[src/rtl/pipe_stage_elastic.sv]
// Elastic pipeline register between two CPU stages (EX/MEM in the MIPS32 core).
// Holds one instruction's control bits, ALU result, store operand and
// destination register. It has a valid/ready handshake, a flush that turns
// in-flight entries into bubbles, an optional 2-entry skid buffer that
// registers in_ready, and a saturating stall-cycle counter.
module pipe_stage_elastic #(
    parameter int XLEN   = 32,
    parameter int RN_W   = 5,
    parameter int CTRL_W = 3,
    parameter int SKID   = 1,
    parameter int CNT_W  = 32
) (
    input  logic              clock,
    input  logic              reset,
    input  logic              flush,
    input  logic              in_valid,
    output logic              in_ready,
    input  logic [CTRL_W-1:0] in_ctrl,
    input  logic [XLEN-1:0]   in_alu,
    input  logic [XLEN-1:0]   in_b,
    input  logic [RN_W-1:0]   in_rn,
    output logic              out_valid,
    input  logic              out_ready,
    output logic [CTRL_W-1:0] out_ctrl,
    output logic [XLEN-1:0]   out_alu,
    output logic [XLEN-1:0]   out_b,
    output logic [RN_W-1:0]   out_rn,
    output logic [CNT_W-1:0]  stall_cycles
);

    // Increment that sticks at all-ones instead of wrapping.
    function automatic logic [CNT_W-1:0] sat_inc(input logic [CNT_W-1:0] v);
        return (&v) ? v : v + CNT_W'(1);
    endfunction

    logic accept;
    logic fire;
    logic vld_p0;
    logic load_main_in;
    logic load_main_skid;
    logic load_skid;

    // Main entry (drives the outputs) and skid entry (second slot).
    logic [CTRL_W-1:0] main_ctrl_p0;
    logic [XLEN-1:0]   main_alu_p0;
    logic [XLEN-1:0]   main_b_p0;
    logic [RN_W-1:0]   main_rn_p0;
    logic [CTRL_W-1:0] skid_ctrl_p1;
    logic [XLEN-1:0]   skid_alu_p1;
    logic [XLEN-1:0]   skid_b_p1;
    logic [RN_W-1:0]   skid_rn_p1;

    assign accept = in_valid & in_ready;
    assign fire   = vld_p0 & out_ready;

    generate
        if (SKID != 0) begin : g_skid
            typedef enum logic [1:0] {
                S_EMPTY = 2'd0,
                S_ONE   = 2'd1,
                S_FULL  = 2'd2
            } state_t;

            state_t state;
            state_t state_nxt;
            logic   ready_q;

            // State register; in_ready is registered from the next state so
            // there is no combinational path from out_ready to in_ready.
            always_ff @(posedge clock) begin
                if (reset) begin
                    state   <= S_EMPTY;
                    ready_q <= 1'b1;
                end else begin
                    state   <= state_nxt;
                    ready_q <= (state_nxt != S_FULL);
                end
            end

            // Next-state: occupancy follows accept/fire; flush empties.
            always_comb begin
                state_nxt = state;
                if (flush) begin
                    state_nxt = S_EMPTY;
                end else begin
                    case (state)
                        S_EMPTY: if (accept) state_nxt = S_ONE;
                        S_ONE: begin
                            if (accept && !fire)      state_nxt = S_FULL;
                            else if (!accept && fire) state_nxt = S_EMPTY;
                        end
                        S_FULL:  if (fire) state_nxt = S_ONE;
                        default: state_nxt = S_EMPTY;
                    endcase
                end
            end

            // Output decode: which entry loads from where this cycle.
            always_comb begin
                load_main_in   = 1'b0;
                load_main_skid = 1'b0;
                load_skid      = 1'b0;
                if (!flush) begin
                    case (state)
                        S_EMPTY: load_main_in = accept;
                        S_ONE: begin
                            load_main_in = accept & fire;
                            load_skid    = accept & ~fire;
                        end
                        S_FULL:  load_main_skid = fire;
                        default: ;
                    endcase
                end
            end

            assign vld_p0   = (state != S_EMPTY);
            assign in_ready = ready_q;
        end else begin : g_single
            logic valid_q;

            // Single-entry valid bit: set on accept, cleared on drain or flush.
            always_ff @(posedge clock) begin
                if (reset)       valid_q <= 1'b0;
                else if (flush)  valid_q <= 1'b0;
                else if (accept) valid_q <= 1'b1;
                else if (fire)   valid_q <= 1'b0;
            end

            assign vld_p0         = valid_q;
            assign in_ready       = ~valid_q | out_ready;
            assign load_main_in   = accept & ~flush;
            assign load_main_skid = 1'b0;
            assign load_skid      = 1'b0;
        end
    endgenerate

    // Payload registers: main takes the input or the skid entry, skid takes the input.
    always_ff @(posedge clock) begin
        if (reset) begin
            main_ctrl_p0 <= '0;
            main_alu_p0  <= '0;
            main_b_p0    <= '0;
            main_rn_p0   <= '0;
            skid_ctrl_p1 <= '0;
            skid_alu_p1  <= '0;
            skid_b_p1    <= '0;
            skid_rn_p1   <= '0;
        end else begin
            if (load_main_in) begin
                main_ctrl_p0 <= in_ctrl;
                main_alu_p0  <= in_alu;
                main_b_p0    <= in_b;
                main_rn_p0   <= in_rn;
            end else if (load_main_skid) begin
                main_ctrl_p0 <= skid_ctrl_p1;
                main_alu_p0  <= skid_alu_p1;
                main_b_p0    <= skid_b_p1;
                main_rn_p0   <= skid_rn_p1;
            end
            if (load_skid) begin
                skid_ctrl_p1 <= in_ctrl;
                skid_alu_p1  <= in_alu;
                skid_b_p1    <= in_b;
                skid_rn_p1   <= in_rn;
            end
        end
    end

    // Stall counter: cycles where the head is valid but not taken.
    always_ff @(posedge clock) begin
        if (reset)                     stall_cycles <= '0;
        else if (vld_p0 & ~out_ready)  stall_cycles <= sat_inc(stall_cycles);
    end

    // A bubble carries all-zero control so it never writes state downstream.
    assign out_valid = vld_p0;
    assign out_ctrl  = vld_p0 ? main_ctrl_p0 : '0;
    assign out_alu   = main_alu_p0;
    assign out_b     = main_b_p0;
    assign out_rn    = main_rn_p0;

endmodule

[config.mk]
export PLATFORM = sky130hd
export DESIGN_NAME = pipe_stage_elastic
export DESIGN_NICKNAME = d
export VERILOG_FILES = /design/src/rtl/pipe_stage_elastic.sv
export SDC_FILE = /design/constraint.sdc
export NUM_CORES = 1
export LEC_CHECK = 0
export ABC_AREA = 1
export BUFFER_PORTS_ARGS = -buffer_cell sky130_fd_sc_hd__clkbuf_2
export CELL_PAD_IN_SITES_DETAIL_PLACEMENT = 1
export CELL_PAD_IN_SITES_GLOBAL_PLACEMENT = 1
export CORE_UTILIZATION = 39
export DETAILED_ROUTE_END_ITERATION = 12
export PLACE_DENSITY = 0.81
export SYNTH_ARGS = -nofsm -noshare
export SYNTH_HDL_FRONTEND = slang
export SYNTH_SLANG_ARGS = --single-unit
[constraint.sdc]
create_clock -name clock -period 2.51 [get_ports clock]
set_clock_uncertainty 0.15 [all_clocks]
set_input_delay 0.3765 -clock clock [delete_from_list [all_inputs] [get_ports clock]]
set_output_delay 0.3765 -clock clock [all_outputs]
set_load 0.1 [all_outputs]
## After elaboration in Yosys (flattened, before gate mapping)

Cells that the tools add are included.

- Bits in registers: 179
- Input port bits: 77
- Output and inout bits: 106
- Logic and storage cells: 53

- Add/subtract/negate cells: 1
- Eq/ne operators: 3
- Muxes and demuxes: 21
- Bitwise operators: 8
- Reductions and logical operators: 9

Operators by type and width:

| operator | count |
|---|---|
| $mux W32 | 4 |
| $add A32 B1 Y32 const B | 1 |
| $reduce_and A32 Y1 | 1 |
| $mux W2 | 5 |
| $mux W5 | 2 |
| $mux W3 | 3 |
| $pmux W2 S3 | 1 |
| $and A1 B1 Y1 | 5 |
| $mux W1 | 5 |
| $reduce_bool A2 Y1 | 2 |
| $not A1 Y1 | 3 |
| $eq A2 B1 Y1 const B | 1 |
| $eq A2 B2 Y1 const B | 1 |
| $logic_and A1 B1 Y1 | 2 |
| $logic_not A1 Y1 | 2 |
| $logic_not A2 Y1 | 1 |
| $ne A2 B2 Y1 const B | 1 |
| $pmux W1 S2 | 1 |
| $reduce_and A2 Y1 | 1 |

## Longest topological paths before layout

- Depth after elaboration: 8
- Mapped depth: 11
- Gate-level depth less buffers: 10

## Least setup slack after synthesis

Ideal clock, no wire load.

- Path type: register to register
- From: reg stall_cycles[1]
- To: reg stall_cycles[0]
- Data arrival time: 2.300 ns
- Data required time: 2.243 ns
- Setup slack: -0.056 ns
- Cell stages (with the launch flop): 12
- Path buffers: 1
- Clock period less this slack: 2.566 ns
- Path through: dfxtp_1 > ha_1 > inv_1 > nor2_4 > nand2_4 > nor2_8 > nand2_4 > nand2_8 > inv_2 > buf_6 > nor2_1 > nor2_1

- Word-level cells in the longest chain between the ends: 3

RTL lines:

| item | line | RTL |
|---|---|---|
| start: declaration | 28 | `output logic [CNT_W-1:0] stall_cycles` |
| start signal: assignment | 172 | `else if (vld_p0 & ~out_ready) stall_cycles <= sat_inc(stall_cycles);` |
| $reduce_and A32 Y1 | 33 | `return (&v) ? v : v + CNT_W'(1);` |
| $not A1 Y1 (no source line) | n/a |  |
| $reduce_and A2 Y1 (no source line) | n/a |  |

Every way passes these cells.
A chain may end at the register's enable or synchronous reset.

## Worst setup path in the final report

- From: reg g_skid.state[1]
- To: out out_ctrl[2]

- Word-level cells in the longest chain between the ends: 2

RTL lines:

| item | line | RTL |
|---|---|---|
| start: declaration | 64 | `state_t state;` |
| start signal: assignment | 75 | `state <= state_nxt;` |
| $reduce_bool A2 Y1 | 116 | `assign vld_p0 = (state != S_EMPTY);` |
| $mux W3 | 177 | `assign out_ctrl = vld_p0 ? main_ctrl_p0 : '0;` |
| end: declaration | 24 | `output logic [CTRL_W-1:0] out_ctrl,` |

Every way passes these cells.

==> metrics list <==
- Number of instances resized during post-cts repair: 0
- Layout overhead on the synthesized area: 21.9%
- After legalization and detailed placement, the total HPWL measured 15.0 mm.
- Overall Power: between 6000 and 7000 µW
- The path with the worst hold slack has its endpoint at skid_b_p1[2]$_SDFFE_PP0P_.
- TritonCTS created 17 clock buffers.
* Final setup vio count: 0
* Worst-path cell chain: nor2_1 -> nor2_1 -> clkbuf_2
* Synthesized net count: around 1,100
- Clock latency on the worst-skew pair, taken at its later pin, is around 0.43 ns.
- Clock tree from TritonCTS: done
* Height of the die: around 140 µm
- For this configuration, the core starts out at a cell density of 39.7%.
- The routed layout has about 7,500 vias.
* Number of max-cap violations: 0
- Average cell area after synthesis: around 7.7 µm²
* Flip-flop and latch count after synthesis: 179
- After detailed routing, the number of vias per cell comes to ~5.3.
- Clock Sinks: around 180
* Type of destination of the critical path: output port
* Worst reg2reg setup slack: roughly 0.4 ns
* Commonest non-fill, non-tap cells in the layout: 202 x nand2_1, 181 x clkbuf_2, 177 x dfxtp_1
* Gate family responsible for the most delay along the worst path: simple AND/OR/NAND/NOR gates
* Number of global-route vias before repair: 7,505
* Slew of the pin with the lowest slew margin: 0.871 ns
- Measured along the x axis, the die boundary spans roughly 140 µm.
- Count of warnings emitted by yosys: 0
* Maximum ir drop on the vdd rail: about 450 µV
* CTS root buffer: clkbuf_16
* Total inserted antenna cells: 0
- The clock passes through at most 2 buffers.
- Endpoint arrival time on the critical path: ~1.6 ns
- The count of final hold-check violations came to 0.
- Fin Setup TNS: 0 ns
- In the routed design, unresolved DRC markers number 0.
* Number of setup buffers added after CTS: 0
- Global-route congestion overflow total: 0
- Largest driver fanout on the critical path: 5
- Combined area of all synthesized cells: around 0.0077 mm²
* Clock slew at the register clock pins of the worst setup and hold paths: ~0.070 ns
- Result of the run: finished clean
- Row count: 51
- For this block, the routed nets add up to around 23 mm of wire.
- Port Buf Inserts: between 150 and 200
- The worst path in the final design needs a cycle of between 2 and 2.5 ns, including I/O delays and setup.
* Kind of path behind the tightest hold check: input pin to register
- The number of pins with negative max-slew slack in the final report was 0.
* Maximum level of the CTS H-tree: 4
- Slowest cell on the critical path: clkbuf_2
- I/O pin cnt: 183
- The endpoint identified for the worst register-to-register timing path is stall_cycles[11]$_SDFFE_PP0P_.
* Commonest non-fill, non-tap cell in the layout: nand2_1
- Among the stages of the critical path, the cell type that occurs most often is nor2_1.
* Number of nets with antenna violations after routing: 0
* Worst setup SP type: register
- Summed over all cells, the static leakage comes to approximately 0.0035 µW.
* Global-route wire length before repair: around 37 mm
* Net total in the final layout: 1,227
- Share of post-route cells with drive strength above 1: between 20 and 25%
- Number of antenna violations at the first check in global routing: 0
* Biggest cell delay along the critical path: 0.39 ns
- The first detailed-routing pass ran for 5 iterations.
* Maximum number of pins on one net before global-route repair: roughly 150
- Crit path required time: ~2.0 ns
- In this run, the number of DRC markers left after iteration 0 of detailed routing was 370.
- Share of the yosys chip area belonging to registers: between 40% and 50%
- Worst path buffer plus inverter count: 1
- In the global route stage, overall resource usage came out at between 20% and 30%.
- Maximum operating frequency: around 470 MHz
* Number of cells on the worst hold path: 3
- Dividing the detail-routed wire length by the instance count gives 16.3 µm.
- Measured in cells, the most critical reg-to-reg path has a length of 9.
* Start point of the critical path: g_skid.state[1]$_SDFF_PP0_
* Post-Synthesis Cells: just over 1,000
- Power spread over the standard cell area amounts to a little under 700 mW/mm².
* Core Box Area: roughly 0.019 mm²
- After clock tree synthesis, the flow added hold-fix buffers numbering 0.
- Normalized max-slew margin: 41.9%
- Setup repair after global routing left no endpoint under its margin.
* Count of distinct cell types in the synthesized netlist: 30
- The startpoint identified for the worst hold timing path is in_b[2].
* R2R Path Start: stall_cycles[11]$_SDFFE_PP0P_
- CP Class: register to output port
* Final weighted congestion in routability-driven placement: between 0.8 and 0.9
- Total Die Area: 0.0203 mm²
- Period Utilization, post-route: between 80% and 90%
[cells in the mapped netlist, drive strengths merged]
master / number / area, µm²
nand3: 15 / 80.1
xnor2: 7 / 61.3
nand3b: 2 / 15.0
a32oi: 72 / 631
nor3b: 1 / 7.51
nand2: 206 / 807
and2: 1 / 6.26
inv: 106 / 398
nor3: 6 / 30.0
o2111ai: 1 / 8.76
ha: 1 / 12.5
buf: 25 / 150
nand4: 8 / 50.1
xor2: 8 / 70.1
o21ai: 78 / 390
clkbuf: 44 / 165
dfxtp: 179 / 3580
a21oi: 167 / 877
nor2: 80 / 362
[metrics by stage]
step | hold slack [ns] | setup slack (ns) | util, % | cell area [µm²] | instances
floorplan | 0.273 | 0.0671 | - | 7710 | 1007
global placement | 0.280 | 0.403 | 45.4 | 8800 | 1395
detailed placement | 0.285 | 0.358 | 45.4 | 8800 | 1395
CTS | 0.0796 | 0.325 | 48.4 | 9390 | 1427
global route | 0.0834 | 0.214 | 48.4 | 9390 | 1427
finish | 0.0892 | 0.368 | 48.4 | 9390 | 1427
[routing by layer]
| layer | global-route usage [%] | wire (µm) | share of wire [%] | vias to the layer above |
|---|---|---|---|---|
| met2 | 41.0 | 11500 | 50 | 173 |
| met5 | 0 | 0 | 0 | - |
| li1 | - | - | - | 3684 |
| met1 | 28.2 | 10300 | 44 | 3641 |
| met4 | 7.92 | 464 | 2.0 | 0 |
| met3 | 4.34 | 892 | 3.8 | 28 |
[sequential cells by signal, indices dropped and copies added (netlist names)]
signal / count
out_rn: 5
skid_b_p1: 32
out_b: 32
out_alu: 32
g_skid.state: 2
main_ctrl_p0: 3
stall_cycles: 32
skid_rn_p1: 5
skid_alu_p1: 32
skid_ctrl_p1: 3
in_ready: 1
[worst max-delay path by stage]
stage,end,slack (ns),cells past startpoint
finish,out_ctrl[2],0.37,3
floorplan,stall_cycles[4]$_SDFFE_PP0P_,0.07,10
detailed placement,out_alu[8]$_SDFFE_PP0P_,0.36,7
global route,stall_cycles[11]$_SDFFE_PP0P_,0.21,9
CTS,out_ctrl[2],0.33,3
global placement,stall_cycles[10]$_SDFFE_PP0P_,0.40,10
[kinds of logic (layout without fill, tap and decap cells)]
kind of cell               Yosys count  after routing  share of synthesized area, %
xor gates and xnor gates            15             15                          1.71
DFF                                179            179                          46.5
buffers and inverters              175            330                          9.26
adders and majority gates            1              1                         0.162
AOI/OAI and AO/OA                  318            318                          24.7
and+or+nand+nor                    319            319                          17.6
[power by group]
group	leakage (µW)	switching [µW]	internal, µW
Sequential	0.00145	43.8	2910
Combinational	0.00179	694	178
Clock	0.000288	1320	1340
[area by class of cell]
cell class	count	area (µm²)
clock buffer	17	425
inverter	106	398
timing repair buffer	192	1060
tap	265	332
sequential	179	3590
clock inverter	15	163
multi-input combinational	653	3420
fill	2498	10000
[tightest hold or removal path: stages]
cell      delay, ns
clkbuf_2       0.09
o21ai_0        0.07
a21oi_1        0.10
(Power assumes the default switching activity.)
